$ cat config.mk
export PLATFORM = sky130hd
export DESIGN_NAME = fetch_seq
export DESIGN_NICKNAME = d
export VERILOG_FILES = /design/src/rtl/fetch_seq_pkg.sv /design/src/rtl/fetch_seq_pc_next.sv /design/src/rtl/fetch_seq.sv
export SDC_FILE = /design/constraint.sdc
export NUM_CORES = 1
export LEC_CHECK = 0
export ABC_AREA = 1
export BUFFER_PORTS_ARGS = -buffer_cell sky130_fd_sc_hd__buf_2
export CAP_MARGIN = 25
export CORE_ASPECT_RATIO = 0.7
export CORE_MARGIN = 2
export CORE_UTILIZATION = 27
export CTS_BUF_LIST = sky130_fd_sc_hd__clkbuf_8
export DETAILED_ROUTE_END_ITERATION = 16
export REMOVE_ABC_BUFFERS = 1
export SETUP_SLACK_MARGIN = 0.1
export SKIP_CTS_REPAIR_TIMING = 1
export SYNTH_ARGS = -nofsm -noshare
export SYNTH_HDL_FRONTEND = slang
export SYNTH_HIERARCHICAL = 1
export SYNTH_SLANG_ARGS = --single-unit
$ cat constraint.sdc
create_clock -name clock -period 5.15 [get_ports clock]
set_clock_uncertainty 0.2 [all_clocks]
set_input_delay 1.2875 -clock clock [delete_from_list [all_inputs] [get_ports clock]]
set_output_delay 1.2875 -clock clock [all_outputs]
set_load 0.01 [all_outputs]
$ cat src/rtl/fetch_seq_pkg.sv
// Shared constants and state encoding for the ONC-16 fetch sequencer.
package fetch_seq_pkg;

    localparam int unsigned FS_STATE_W = 2;

    localparam int unsigned    ONC_PC_W      = 16;
    localparam int unsigned    ONC_INST_W    = 16;
    localparam logic [15:0]    ONC_RESET_VEC = 16'h0000;

    typedef enum logic [FS_STATE_W-1:0] {
        FsBoot  = 2'd0,
        FsFetch = 2'd1,
        FsExec  = 2'd2,
        FsHalt  = 2'd3
    } fs_state_e;

endpackage

$ cat src/rtl/fetch_seq_pc_next.sv
// Combinational next-PC mux: hold, increment or branch, selected by {de, bre}.
// Also used by the debug single-step path, so it carries no state.
module fetch_seq_pc_next #(
    parameter int unsigned PC_W = 16
) (
    input  logic [PC_W-1:0] pc,
    input  logic [PC_W-1:0] br_target,
    input  logic            de,
    input  logic            bre,
    output logic [PC_W-1:0] pc_nxt
);

    // bre only counts while de is high; everything else holds the PC.
    always_comb begin
        pc_nxt = pc;
        unique case ({de, bre})
            2'b10:   pc_nxt = pc + PC_W'(1);
            2'b11:   pc_nxt = br_target;
            default: pc_nxt = pc;
        endcase
    end

endmodule

$ cat src/rtl/fetch_seq.sv
// Instruction-fetch sequencer: PC register, imem request/ack handshake,
// instruction register and the one-cycle decode-enable pulse.
module fetch_seq
    import fetch_seq_pkg::*;
#(
    parameter int unsigned     PC_W      = ONC_PC_W,
    parameter int unsigned     INST_W    = ONC_INST_W,
    parameter logic [PC_W-1:0] RESET_VEC = PC_W'(ONC_RESET_VEC)
) (
    input  logic              clock,
    input  logic              rst,
    input  logic              bre,
    input  logic [PC_W-1:0]   br_target,
    input  logic              stall,
    input  logic              halt_req,
    output logic              imem_req,
    output logic [PC_W-1:0]   imem_addr,
    input  logic              imem_ack,
    input  logic [INST_W-1:0] inst_in,
    output logic [INST_W-1:0] inst_out,
    output logic [PC_W-1:0]   pc_out,
    output logic              de,
    output logic              halted
);

    fs_state_e         state_q, state_d;
    logic [PC_W-1:0]   pc_q, pc_d;
    logic [INST_W-1:0] inst_q;
    logic [PC_W-1:0]   pc_out_q;
    logic              load_ir;

    fetch_seq_pc_next #(
        .PC_W (PC_W)
    ) u_pc_next (
        .pc        (pc_q),
        .br_target (br_target),
        .de        (de),
        .bre       (bre),
        .pc_nxt    (pc_d)
    );

    // State, PC and instruction register; reset abandons any outstanding request.
    always_ff @(posedge clock or posedge rst) begin
        if (rst) begin
            state_q  <= FsBoot;
            pc_q     <= RESET_VEC;
            inst_q   <= '0;
            pc_out_q <= RESET_VEC;
        end else begin
            state_q <= state_d;
            pc_q    <= pc_d;
            if (load_ir) begin
                inst_q   <= inst_in;
                pc_out_q <= pc_q;
            end
        end
    end

    // Next-state decode and Moore outputs; de is the only input-dependent output.
    always_comb begin
        state_d  = state_q;
        imem_req = 1'b0;
        de       = 1'b0;
        halted   = 1'b0;
        load_ir  = 1'b0;
        unique case (state_q)
            FsBoot: begin
                state_d = FsFetch;
            end
            FsFetch: begin
                imem_req = 1'b1;
                if (imem_ack) begin
                    load_ir = 1'b1;
                    state_d = FsExec;
                end
            end
            FsExec: begin
                // A stall defers the branch decision rather than dropping it.
                de = !stall;
                if (de) begin
                    state_d = halt_req ? FsHalt : FsFetch;
                end
            end
            FsHalt: begin
                halted = 1'b1;
            end
        endcase
    end

    assign imem_addr = pc_q;
    assign inst_out  = inst_q;
    assign pc_out    = pc_out_q;

endmodule

==> impl_metrics.prom, run 1 <==
# TYPE chip_impl_metric gauge
chip_impl_metric{name="synthesis.area",unit="mm2"} 0.00268
chip_impl_info{name="netlist_top_cells_area",value="sky130_fd_sc_hd__dfrtp_1 47%, sky130_fd_sc_hd__nand2_1 19%, sky130_fd_sc_hd__nand3_1 11%"} 1
chip_impl_metric{name="cts_made_buffers",unit=""} 5
chip_impl_info{name="synth_ff_type",value="sky130_fd_sc_hd__dfrtp_1"} 1
chip_impl_metric{name="setup_viol",unit=""} 0
chip_impl_metric{name="vertical_die_dimension",unit="um"} 87.4
chip_impl_metric{name="fin_nets",unit=""} 473
chip_impl_metric{name="dpl.cell_count",unit=""} 550
chip_impl_metric{name="timing.critical_path.arrival",unit="ns"} 1.84
chip_impl_info{name="worst_path_max_delay_cell",value="sky130_fd_sc_hd__buf_4"} 1
chip_impl_metric{name="totalWireLength",unit="um"} 7340
chip_impl_metric{name="hold_slack",unit="ns"} 0.276
chip_impl_metric{name="seq_area_frac_synth",unit=""} 0.467
chip_impl_info{name="timing.critical_path.max_delay_family",value="buffers and inverters"} 1
chip_impl_metric{name="tightestPinTransition",unit="ns"} 0.736
chip_impl_metric{name="r2r_setup_slack",unit="ns"} 2.97
chip_impl_metric{name="period_utilisation_layout",unit=""} 0.647
chip_impl_metric{name="dpl.hpwl",unit="um"} 5140
chip_impl_metric{name="path_max_fanout",unit=""} 13
chip_impl_metric{name="core.rowCount",unit=""} 30
chip_impl_metric{name="n_fill_cell",unit=""} 1067
chip_impl_metric{name="fp.dieW",unit="um"} 123
chip_impl_metric{name="post-route-drc-count",unit=""} 0
chip_impl_metric{name="drtAntennaViolNets",unit=""} 0
chip_impl_info{name="most_frequent_cell_after_synthesis",value="sky130_fd_sc_hd__nand2_1"} 1
chip_impl_info{name="regToRegStartpoint",value="state_q[0]"} 1
chip_impl_metric{name="synth-edff-count",unit=""} 0
chip_impl_metric{name="gp_congestion",unit=""} 0.848
chip_impl_metric{name="clock_insertion_delay_worst_skew",unit="ns"} 0.31
chip_impl_metric{name="drv_cap",unit=""} 0
chip_impl_metric{name="via_per_inst",unit=""} 4.47
chip_impl_metric{name="critical_path_cell_count",unit=""} 4
chip_impl_metric{name="worstPathBufferInverterCount",unit=""} 3
chip_impl_metric{name="grt_pass1_vias",unit=""} 2361
chip_impl_info{name="r2r_end",value="imem_addr[4]"} 1
chip_impl_metric{name="p_int",unit="mW"} 1.02
chip_impl_metric{name="final_layout_size_suffix_gt1_frac",unit=""} 0.277
chip_impl_info{name="crit_path_start",value="stall"} 1
chip_impl_metric{name="grt_use_total",unit=""} 0.145
chip_impl_metric{name="drt_iter0_markers",unit=""} 165
chip_impl_metric{name="finalSetupTns",unit="ns"} 0
chip_impl_metric{name="crit_required",unit="ns"} 3.66
chip_impl_metric{name="port_buffers",unit=""} 88
chip_impl_metric{name="finalNonFillerCells",unit=""} 558
chip_impl_metric{name="cts.sink_count",unit=""} 50
chip_impl_metric{name="power_per_cell_area",unit="mW/mm2"} 557
chip_impl_metric{name="antenna_violations_before_repair",unit=""} 0
chip_impl_metric{name="fp.dieArea",unit="mm2"} 0.0108
chip_impl_info{name="tritoncts",value="done"} 1
chip_impl_info{name="min_path_type",value="reg2reg"} 1
chip_impl_metric{name="power_switching_share",unit=""} 0.440
chip_impl_metric{name="power.ir.vdd_worst",unit="V"} 0.000236
chip_impl_metric{name="maximum_number_of_pins_on_one_net_before_global_route_repair",unit=""} 51
chip_impl_metric{name="power_switching",unit="uW"} 803
chip_impl_metric{name="reg2regPathDepth",unit=""} 9
chip_impl_info{name="list_of_cells_traversed_by_the_critical_path",value="buf_2, nor2_1, buf_4, buf_2"} 1
chip_impl_info{name="crit_path_end_kind",value="output port"} 1
chip_impl_metric{name="routed_wire_length_per_instance",unit="um"} 13.2
chip_impl_metric{name="clock.fmax",unit="MHz"} 300
chip_impl_metric{name="area.growth.synth_to_final",unit="%"} 22.0
chip_impl_metric{name="top_level_ports",unit=""} 89
chip_impl_metric{name="clockBufferDepth",unit=""} 2
chip_impl_info{name="synth_top_cell_by_area",value="sky130_fd_sc_hd__dfrtp_1"} 1
chip_impl_metric{name="seq_power_share",unit=""} 0.415
chip_impl_info{name="unrepaired_setup_endpoints_after_global_routing",value="false"} 1
chip_impl_info{name="cp-endpoint",value="de"} 1
chip_impl_metric{name="floorplan.initialDensity",unit=""} 0.277
chip_impl_metric{name="timing.final.crit_period",unit="ns"} 3.33
chip_impl_metric{name="max_slew_margin",unit=""} 0.510
chip_impl_metric{name="global_route.overflow_total",unit=""} 0
chip_impl_metric{name="synth_cell_type_count",unit=""} 23
chip_impl_metric{name="timing.final.hold_violations",unit=""} 0
chip_impl_metric{name="leakage",unit="nW"} 1.78
chip_impl_metric{name="placedInstanceArea",unit="mm2"} 0.00316
chip_impl_info{name="crit_path_frequent_cell",value="sky130_fd_sc_hd__buf_2"} 1
chip_impl_metric{name="synth_largest_type_area_fraction",unit=""} 0.467
chip_impl_metric{name="design.core.area",unit="mm2"} 0.00968
chip_impl_metric{name="postSynthRegisterBits",unit=""} 50
chip_impl_metric{name="via_total_after_detailed_routing",unit=""} 2494
chip_impl_info{name="outcome",value="finished, final reports clean"} 1
chip_impl_metric{name="asyncSetResetFlopFracSynth",unit=""} 1.00
chip_impl_metric{name="final_cell_area",unit="mm2"} 0.00327
chip_impl_metric{name="pwr-share-comb",unit=""} 0.431
chip_impl_metric{name="cts_h_tree_depth",unit=""} 2
chip_impl_metric{name="clk_transition_reported_paths",unit="ns"} 0.09
chip_impl_metric{name="power_frac_clock",unit=""} 0.155
chip_impl_metric{name="grt_first_pass_wirelength",unit="um"} 11900
chip_impl_info{name="worst_setup_path_start_kind",value="primary input"} 1
chip_impl_info{name="synth.top_cells.by_count",value="135 x sky130_fd_sc_hd__nand2_1, 57 x sky130_fd_sc_hd__nand3_1, 50 x sky130_fd_sc_hd__dfrtp_1, 31 x sky130_fd_sc_hd__inv_1, 14 x sky130_fd_sc_hd__nor2_1"} 1
chip_impl_metric{name="synthCells",unit=""} 345
chip_impl_metric{name="register_area",unit="mm2"} 0.00125
chip_impl_metric{name="firstDrtPassIters",unit=""} 4
chip_impl_metric{name="slowest_delay",unit="ns"} 0.20
chip_impl_info{name="crit_type",value="in2out"} 1
chip_impl_info{name="root_buffer",value="sky130_fd_sc_hd__clkbuf_8"} 1
chip_impl_metric{name="multi_input_comb_area",unit="mm2"} 0.00116
chip_impl_metric{name="post_synth.cell_area_avg",unit="um2"} 7.77
chip_impl_metric{name="timing.final.max_slew_violations",unit=""} 0
chip_impl_metric{name="antenna_cells",unit=""} 0
chip_impl_metric{name="yosys_warnings",unit=""} 6
-- power groups by stage --
stage	clock (mW)	sequential (mW)	combinational [mW]
after floorplan	0	0.809	0.398
after global placement	0	0.760	0.775
after global routing	0.312	0.789	0.901
after detailed placement	0	0.764	0.796
after CTS	0.296	0.758	0.797
final	0.282	0.756	0.785
-- worst reg2reg max path: stages, from the launching register on --
cell and delay [ns]:
sky130_fd_sc_hd__dfrtp_1 0.45, sky130_fd_sc_hd__inv_1 0.09, sky130_fd_sc_hd__ha_1 0.18, sky130_fd_sc_hd__inv_1 0.05, sky130_fd_sc_hd__nor2_1 0.08, sky130_fd_sc_hd__buf_4 0.20
sky130_fd_sc_hd__inv_1 0.19, sky130_fd_sc_hd__nor2_4 0.40, sky130_fd_sc_hd__nand2_1 0.11, sky130_fd_sc_hd__o221ai_1 0.15
-- sequential cells by signal, summed over array words and instances, names as in the netlist --
name / flops
imem_addr: 16
inst_out: 16
pc_out: 16
state_q: 2
-- routing by layer --
layer,track usage,wire length [um]
met1,0.210,3470
met2,0.216,3140
met3,0.0353,675
met4,0.0351,59
met5,0,0
-- logic make-up (layout without fill, tap and decap cells) --
family	after synthesis	count (layout)	synth area share
simple gates	226	226	0.371
flops	50	50	0.467
buf+inv	47	132	0.0989
compound gates	16	16	0.0359
fa+ha+maj	6	6	0.0280
-- how the worst min path moves through the flow --
stage	start	end	slack, ns	depth (start not counted)
2_1_floorplan	inst_out[0]	inst_out[0]	0.31	2
3_3_place_gp	inst_out[13]	inst_out[13]	0.25	2
3_5_place_dp	inst_out[4]	inst_out[4]	0.26	2
4_1_cts	inst_out[6]	inst_out[6]	0.28	2
5_1_grt	pc_out[6]	pc_out[6]	0.30	2
6_report	inst_out[6]	inst_out[6]	0.28	2
-- cells in the final DEF, fill, tap and decap left out, types with 5 or more instances in the layout --
cell	count
sky130_fd_sc_hd__nand2_1	135
sky130_fd_sc_hd__buf_2	88
sky130_fd_sc_hd__nand3_1	57
sky130_fd_sc_hd__dfrtp_1	50
sky130_fd_sc_hd__inv_1	30
sky130_fd_sc_hd__nor2_1	14
sky130_fd_sc_hd__nand2_2	6
sky130_fd_sc_hd__ha_1	6
sky130_fd_sc_hd__o21ai_0	6
sky130_fd_sc_hd__clkbuf_8	5
sky130_fd_sc_hd__nor2_2	5
-- stage by stage --
stage | power (mW) | setup WS (ns) | utilization
global route | 2.00 | 1.74 | 0.338
detailed placement | 1.56 | 1.80 | 0.327
finish | 1.82 | 1.82 | 0.338
global placement | 1.54 | 1.80 | 0.327
CTS | 1.85 | 1.80 | 0.338
floorplan | 1.21 | 1.90 | -
-- final cells by class --
| cell class | instances | area share |
|---|---|---|
| Sequential cell | 50 | 0.382 |
| Multi-Input combinational cell | 248 | 0.356 |
| Timing Repair Buffer | 91 | 0.141 |
| Tap cell | 128 | 0.0489 |
| Inverter | 33 | 0.0379 |
| Clock buffer | 5 | 0.0210 |
| Clock inverter | 3 | 0.0122 |
No activity file was read; power rests on OpenSTA's default activity.
==> inputs of run 2 (changes only) <==
--- a/config.mk
+++ b/config.mk
@@ -5,7 +5,7 @@
 export SDC_FILE = /design/constraint.sdc
 export NUM_CORES = 1
 export LEC_CHECK = 0
-export ABC_AREA = 1
+export ABC_AREA = 0
 export BUFFER_PORTS_ARGS = -buffer_cell sky130_fd_sc_hd__buf_2
 export CAP_MARGIN = 25
 export CORE_ASPECT_RATIO = 0.7
==> constraint.sdc (replaced) <==
create_clock -name clock -period 2.7 [get_ports clock]
set_clock_uncertainty 0.2 [all_clocks]
set_input_delay 0.675 -clock clock [delete_from_list [all_inputs] [get_ports clock]]
set_output_delay 0.675 -clock clock [all_outputs]
set_load 0.01 [all_outputs]
==> impl_metrics.prom, run 2 <==
# TYPE chip_impl_metric gauge
chip_impl_metric{name="dpl.hpwl",unit="um"} 4250
chip_impl_metric{name="core.rowCount",unit=""} 29
chip_impl_info{name="unrepaired_setup_endpoints_after_global_routing",value="false"} 1
chip_impl_metric{name="grt_pass1_vias",unit=""} 1895
chip_impl_metric{name="reg2regPathDepth",unit=""} 5
chip_impl_info{name="worst_path_max_delay_cell",value="sky130_fd_sc_hd__dfrtp_1"} 1
chip_impl_metric{name="fp.dieArea",unit="mm2"} 0.0104
chip_impl_metric{name="routed_wire_length_per_instance",unit="um"} 14.6
chip_impl_metric{name="synth_largest_type_area_fraction",unit=""} 0.484
chip_impl_metric{name="floorplan.initialDensity",unit=""} 0.282
chip_impl_metric{name="period_utilisation_layout",unit=""} 0.826
chip_impl_metric{name="timing.critical_path.arrival",unit="ns"} 1.35
chip_impl_metric{name="met2_length",unit="um"} 2610
chip_impl_info{name="crit_path_start",value="state_q[0]"} 1
chip_impl_metric{name="timing.final.crit_period",unit="ns"} 2.23
chip_impl_metric{name="critical_path_cell_count",unit=""} 4
chip_impl_metric{name="power_switching",unit="mW"} 1.32
chip_impl_metric{name="totalWireLength",unit="um"} 6150
chip_impl_info{name="most_frequent_cell_after_synthesis",value="sky130_fd_sc_hd__dfrtp_1"} 1
chip_impl_metric{name="power_per_cell_area",unit="mW/mm2"} 1070
chip_impl_info{name="synth_ff_type",value="sky130_fd_sc_hd__dfrtp_1"} 1
chip_impl_metric{name="timing.final.max_slew_violations",unit=""} 0
chip_impl_info{name="timing.critical_path.max_delay_family",value="flip-flops"} 1
chip_impl_metric{name="yosys_warnings",unit=""} 6
chip_impl_info{name="min_from",value="inst_out[2]"} 1
chip_impl_metric{name="fin_nets",unit=""} 341
chip_impl_info{name="synth_top_cell_by_area",value="sky130_fd_sc_hd__dfrtp_1"} 1
chip_impl_metric{name="grt_first_pass_wirelength",unit="um"} 9880
chip_impl_metric{name="power.ir.vdd_worst",unit="V"} 0.000523
chip_impl_metric{name="worstPathBufferInverterCount",unit=""} 2
chip_impl_info{name="cp-endpoint",value="de"} 1
chip_impl_metric{name="power_switching_share",unit=""} 0.387
chip_impl_info{name="mostFrequentLayoutCell",value="sky130_fd_sc_hd__buf_2"} 1
chip_impl_metric{name="tightestPinTransition",unit="ns"} 0.657
chip_impl_metric{name="via_total_after_detailed_routing",unit=""} 1931
chip_impl_metric{name="cts_h_tree_depth",unit=""} 2
chip_impl_metric{name="global_route.overflow_total",unit=""} 0
chip_impl_metric{name="area.growth.synth_to_final",unit="%"} 23.6
chip_impl_metric{name="clk_transition_reported_paths",unit="ns"} 0.09
chip_impl_metric{name="r2r_setup_slack",unit="ns"} 0.74
chip_impl_metric{name="vertical_die_dimension",unit="um"} 85.9
chip_impl_metric{name="drt_iter0_markers",unit=""} 98
chip_impl_metric{name="finalSetupTns",unit="ns"} 0
chip_impl_metric{name="synth-edff-count",unit=""} 0
chip_impl_metric{name="power_frac_clock",unit=""} 0.130
chip_impl_metric{name="design.core.area",unit="mm2"} 0.00918
chip_impl_info{name="regToRegStartpoint",value="imem_addr[0]"} 1
chip_impl_metric{name="antenna_cells",unit=""} 0
chip_impl_info{name="tritoncts",value="done"} 1
chip_impl_info{name="crit_path_end_kind",value="output port"} 1
chip_impl_info{name="min_path_type",value="reg2reg"} 1
chip_impl_info{name="outcome",value="finished, final reports clean"} 1
chip_impl_metric{name="post-route-drc-count",unit=""} 0
chip_impl_metric{name="drtAntennaViolNets",unit=""} 0
chip_impl_metric{name="setup_viol",unit=""} 0
chip_impl_info{name="commonest_cells_after_routing_fill_and_taps_aside",value="88 x sky130_fd_sc_hd__buf_2, 50 x sky130_fd_sc_hd__dfrtp_1, 30 x sky130_fd_sc_hd__mux2_4"} 1
chip_impl_metric{name="grt_use_total",unit=""} 0.124
chip_impl_metric{name="post_synth.cell_area_avg",unit="um2"} 12.4
chip_impl_metric{name="seq_power_share",unit=""} 0.414
chip_impl_info{name="route.top_layer_used",value="met4"} 1
chip_impl_metric{name="cts_made_buffers",unit=""} 5
chip_impl_info{name="netlist_top_cells_area",value="sky130_fd_sc_hd__dfrtp_1 48%, sky130_fd_sc_hd__mux2_4 17%, sky130_fd_sc_hd__mux2i_1 3.5%"} 1
chip_impl_metric{name="finalPower",unit="mW"} 3.42
chip_impl_metric{name="port_buffers",unit=""} 88
chip_impl_metric{name="postSynthRegisterBits",unit=""} 50
chip_impl_metric{name="synthCells",unit=""} 209
chip_impl_metric{name="max_slew_margin",unit=""} 0.562
chip_impl_metric{name="crit_required",unit="ns"} 1.82
chip_impl_metric{name="cts.sink_count",unit=""} 50
chip_impl_metric{name="top_level_ports",unit=""} 89
chip_impl_metric{name="asyncSetResetFlopFracSynth",unit=""} 1.00
chip_impl_metric{name="drv_cap",unit=""} 0
chip_impl_metric{name="met1_length",unit="um"} 3040
chip_impl_metric{name="final_layout_size_suffix_gt1_frac",unit=""} 0.478
chip_impl_metric{name="seq_area_frac_synth",unit=""} 0.484
chip_impl_info{name="list_of_cells_traversed_by_the_critical_path",value="inv_1, ha_1, nor2b_2, buf_2"} 1
chip_impl_metric{name="firstDrtPassIters",unit=""} 6
chip_impl_metric{name="leakage",unit="nW"} 1.58
chip_impl_metric{name="clock_insertion_delay_worst_skew",unit="ns"} 0.31
chip_impl_metric{name="maximum_number_of_pins_on_one_net_before_global_route_repair",unit=""} 51
chip_impl_metric{name="finalNonFillerCells",unit=""} 421
chip_impl_metric{name="fp.dieW",unit="um"} 121
chip_impl_metric{name="synthesis.area",unit="mm2"} 0.00259
chip_impl_info{name="crit_type",value="reg2out"} 1
chip_impl_info{name="synth.top_cells.by_count",value="50 x sky130_fd_sc_hd__dfrtp_1, 30 x sky130_fd_sc_hd__mux2_4, 17 x sky130_fd_sc_hd__a21oi_1, 12 x sky130_fd_sc_hd__nor2_1, 11 x sky130_fd_sc_hd__o21ai_0"} 1
chip_impl_metric{name="via_per_inst",unit=""} 4.59
chip_impl_metric{name="pwr-share-comb",unit=""} 0.456
chip_impl_metric{name="dpl.cell_count",unit=""} 414
chip_impl_metric{name="antenna_violations_before_repair",unit=""} 0
chip_impl_metric{name="synth_cell_type_count",unit=""} 42
chip_impl_metric{name="clockBufferDepth",unit=""} 2
chip_impl_metric{name="clock.fmax",unit="MHz"} 449
chip_impl_metric{name="gp_congestion",unit=""} 0.744
chip_impl_metric{name="slowest_delay",unit="ns"} 0.44
chip_impl_metric{name="wl_met3",unit="um"} 439
chip_impl_metric{name="path_max_fanout",unit=""} 5
chip_impl_info{name="worst_setup_path_start_kind",value="flip-flop"} 1
chip_impl_info{name="root_buffer",value="sky130_fd_sc_hd__clkbuf_8"} 1
chip_impl_metric{name="p_int",unit="mW"} 2.10
chip_impl_info{name="r2r_end",value="imem_addr[12]"} 1
chip_impl_metric{name="timing.final.hold_violations",unit=""} 0
run 2: routing by layer:
metal | global-route usage | vias to the layer above
met2 | 0.186 | 81
met5 | 0 | -
met4 | 0.0370 | 0
met3 | 0.0366 | 9
li1 | - | 929
met1 | 0.174 | 912
run 2: cell type report:
cell class                 count  area [um2]
multi-input combinational    140        1220
timing repair buffer          90         455
inverter                      10        37.5
clock buffer                   5        68.8
fill                         943        5980
tap                          124         155
clock inverter                 2        15.0
sequential                    50        1250
run 2: worst min-delay path by stage:
stage / depth (start not counted) / slack (ns) / endpoint
6_report: 1 / 0.31 / inst_out[2]
5_1_grt: 1 / 0.33 / inst_out[2]
4_1_cts: 1 / 0.31 / inst_out[15]
3_5_place_dp: 1 / 0.29 / pc_out[0]
3_3_place_gp: 1 / 0.28 / inst_out[7]
2_1_floorplan: 1 / 0.35 / pc_out[12]
run 2: worst reg2reg max path, delay by kind of cell (launching register included):
family                     cells  cell delay (ns)
and+or+nand+nor                2             0.57
DFF                            1             0.49
adders and majority gates      1             0.29
AOI/OAI and AO/OA              2             0.28
run 2: power groups by stage:
stage	combinational [mW]	sequential, mW	clock, mW
floorplan	0.882	1.54	0
global placement	1.55	1.41	0
detailed placement	1.58	1.43	0
CTS	1.59	1.42	0.469
global route	1.71	1.48	0.507
finish	1.56	1.42	0.444
run 2: logic make-up after synthesis:
family	count (synthesis)	synth area share
adder cells (fa/ha/maj)	6	0.0290
multiplexers	42	0.222
buffers and inverters	19	0.0474
AO/OA/AOI/OAI	48	0.114
flip-flops	50	0.484
AND/OR/NAND/NOR	44	0.104
run 2: metrics by stage:
stage	hold WS, ns	area (um2)	setup WS, ns	utilization
2_1_floorplan	0.350	2500	0.151	-
3_3_place_gp	0.284	3120	0.555	0.339
3_5_place_dp	0.286	3120	0.514	0.339
4_1_cts	0.315	3200	0.446	0.349
5_1_grt	0.328	3200	0.373	0.349
6_report	0.311	3200	0.471	0.349
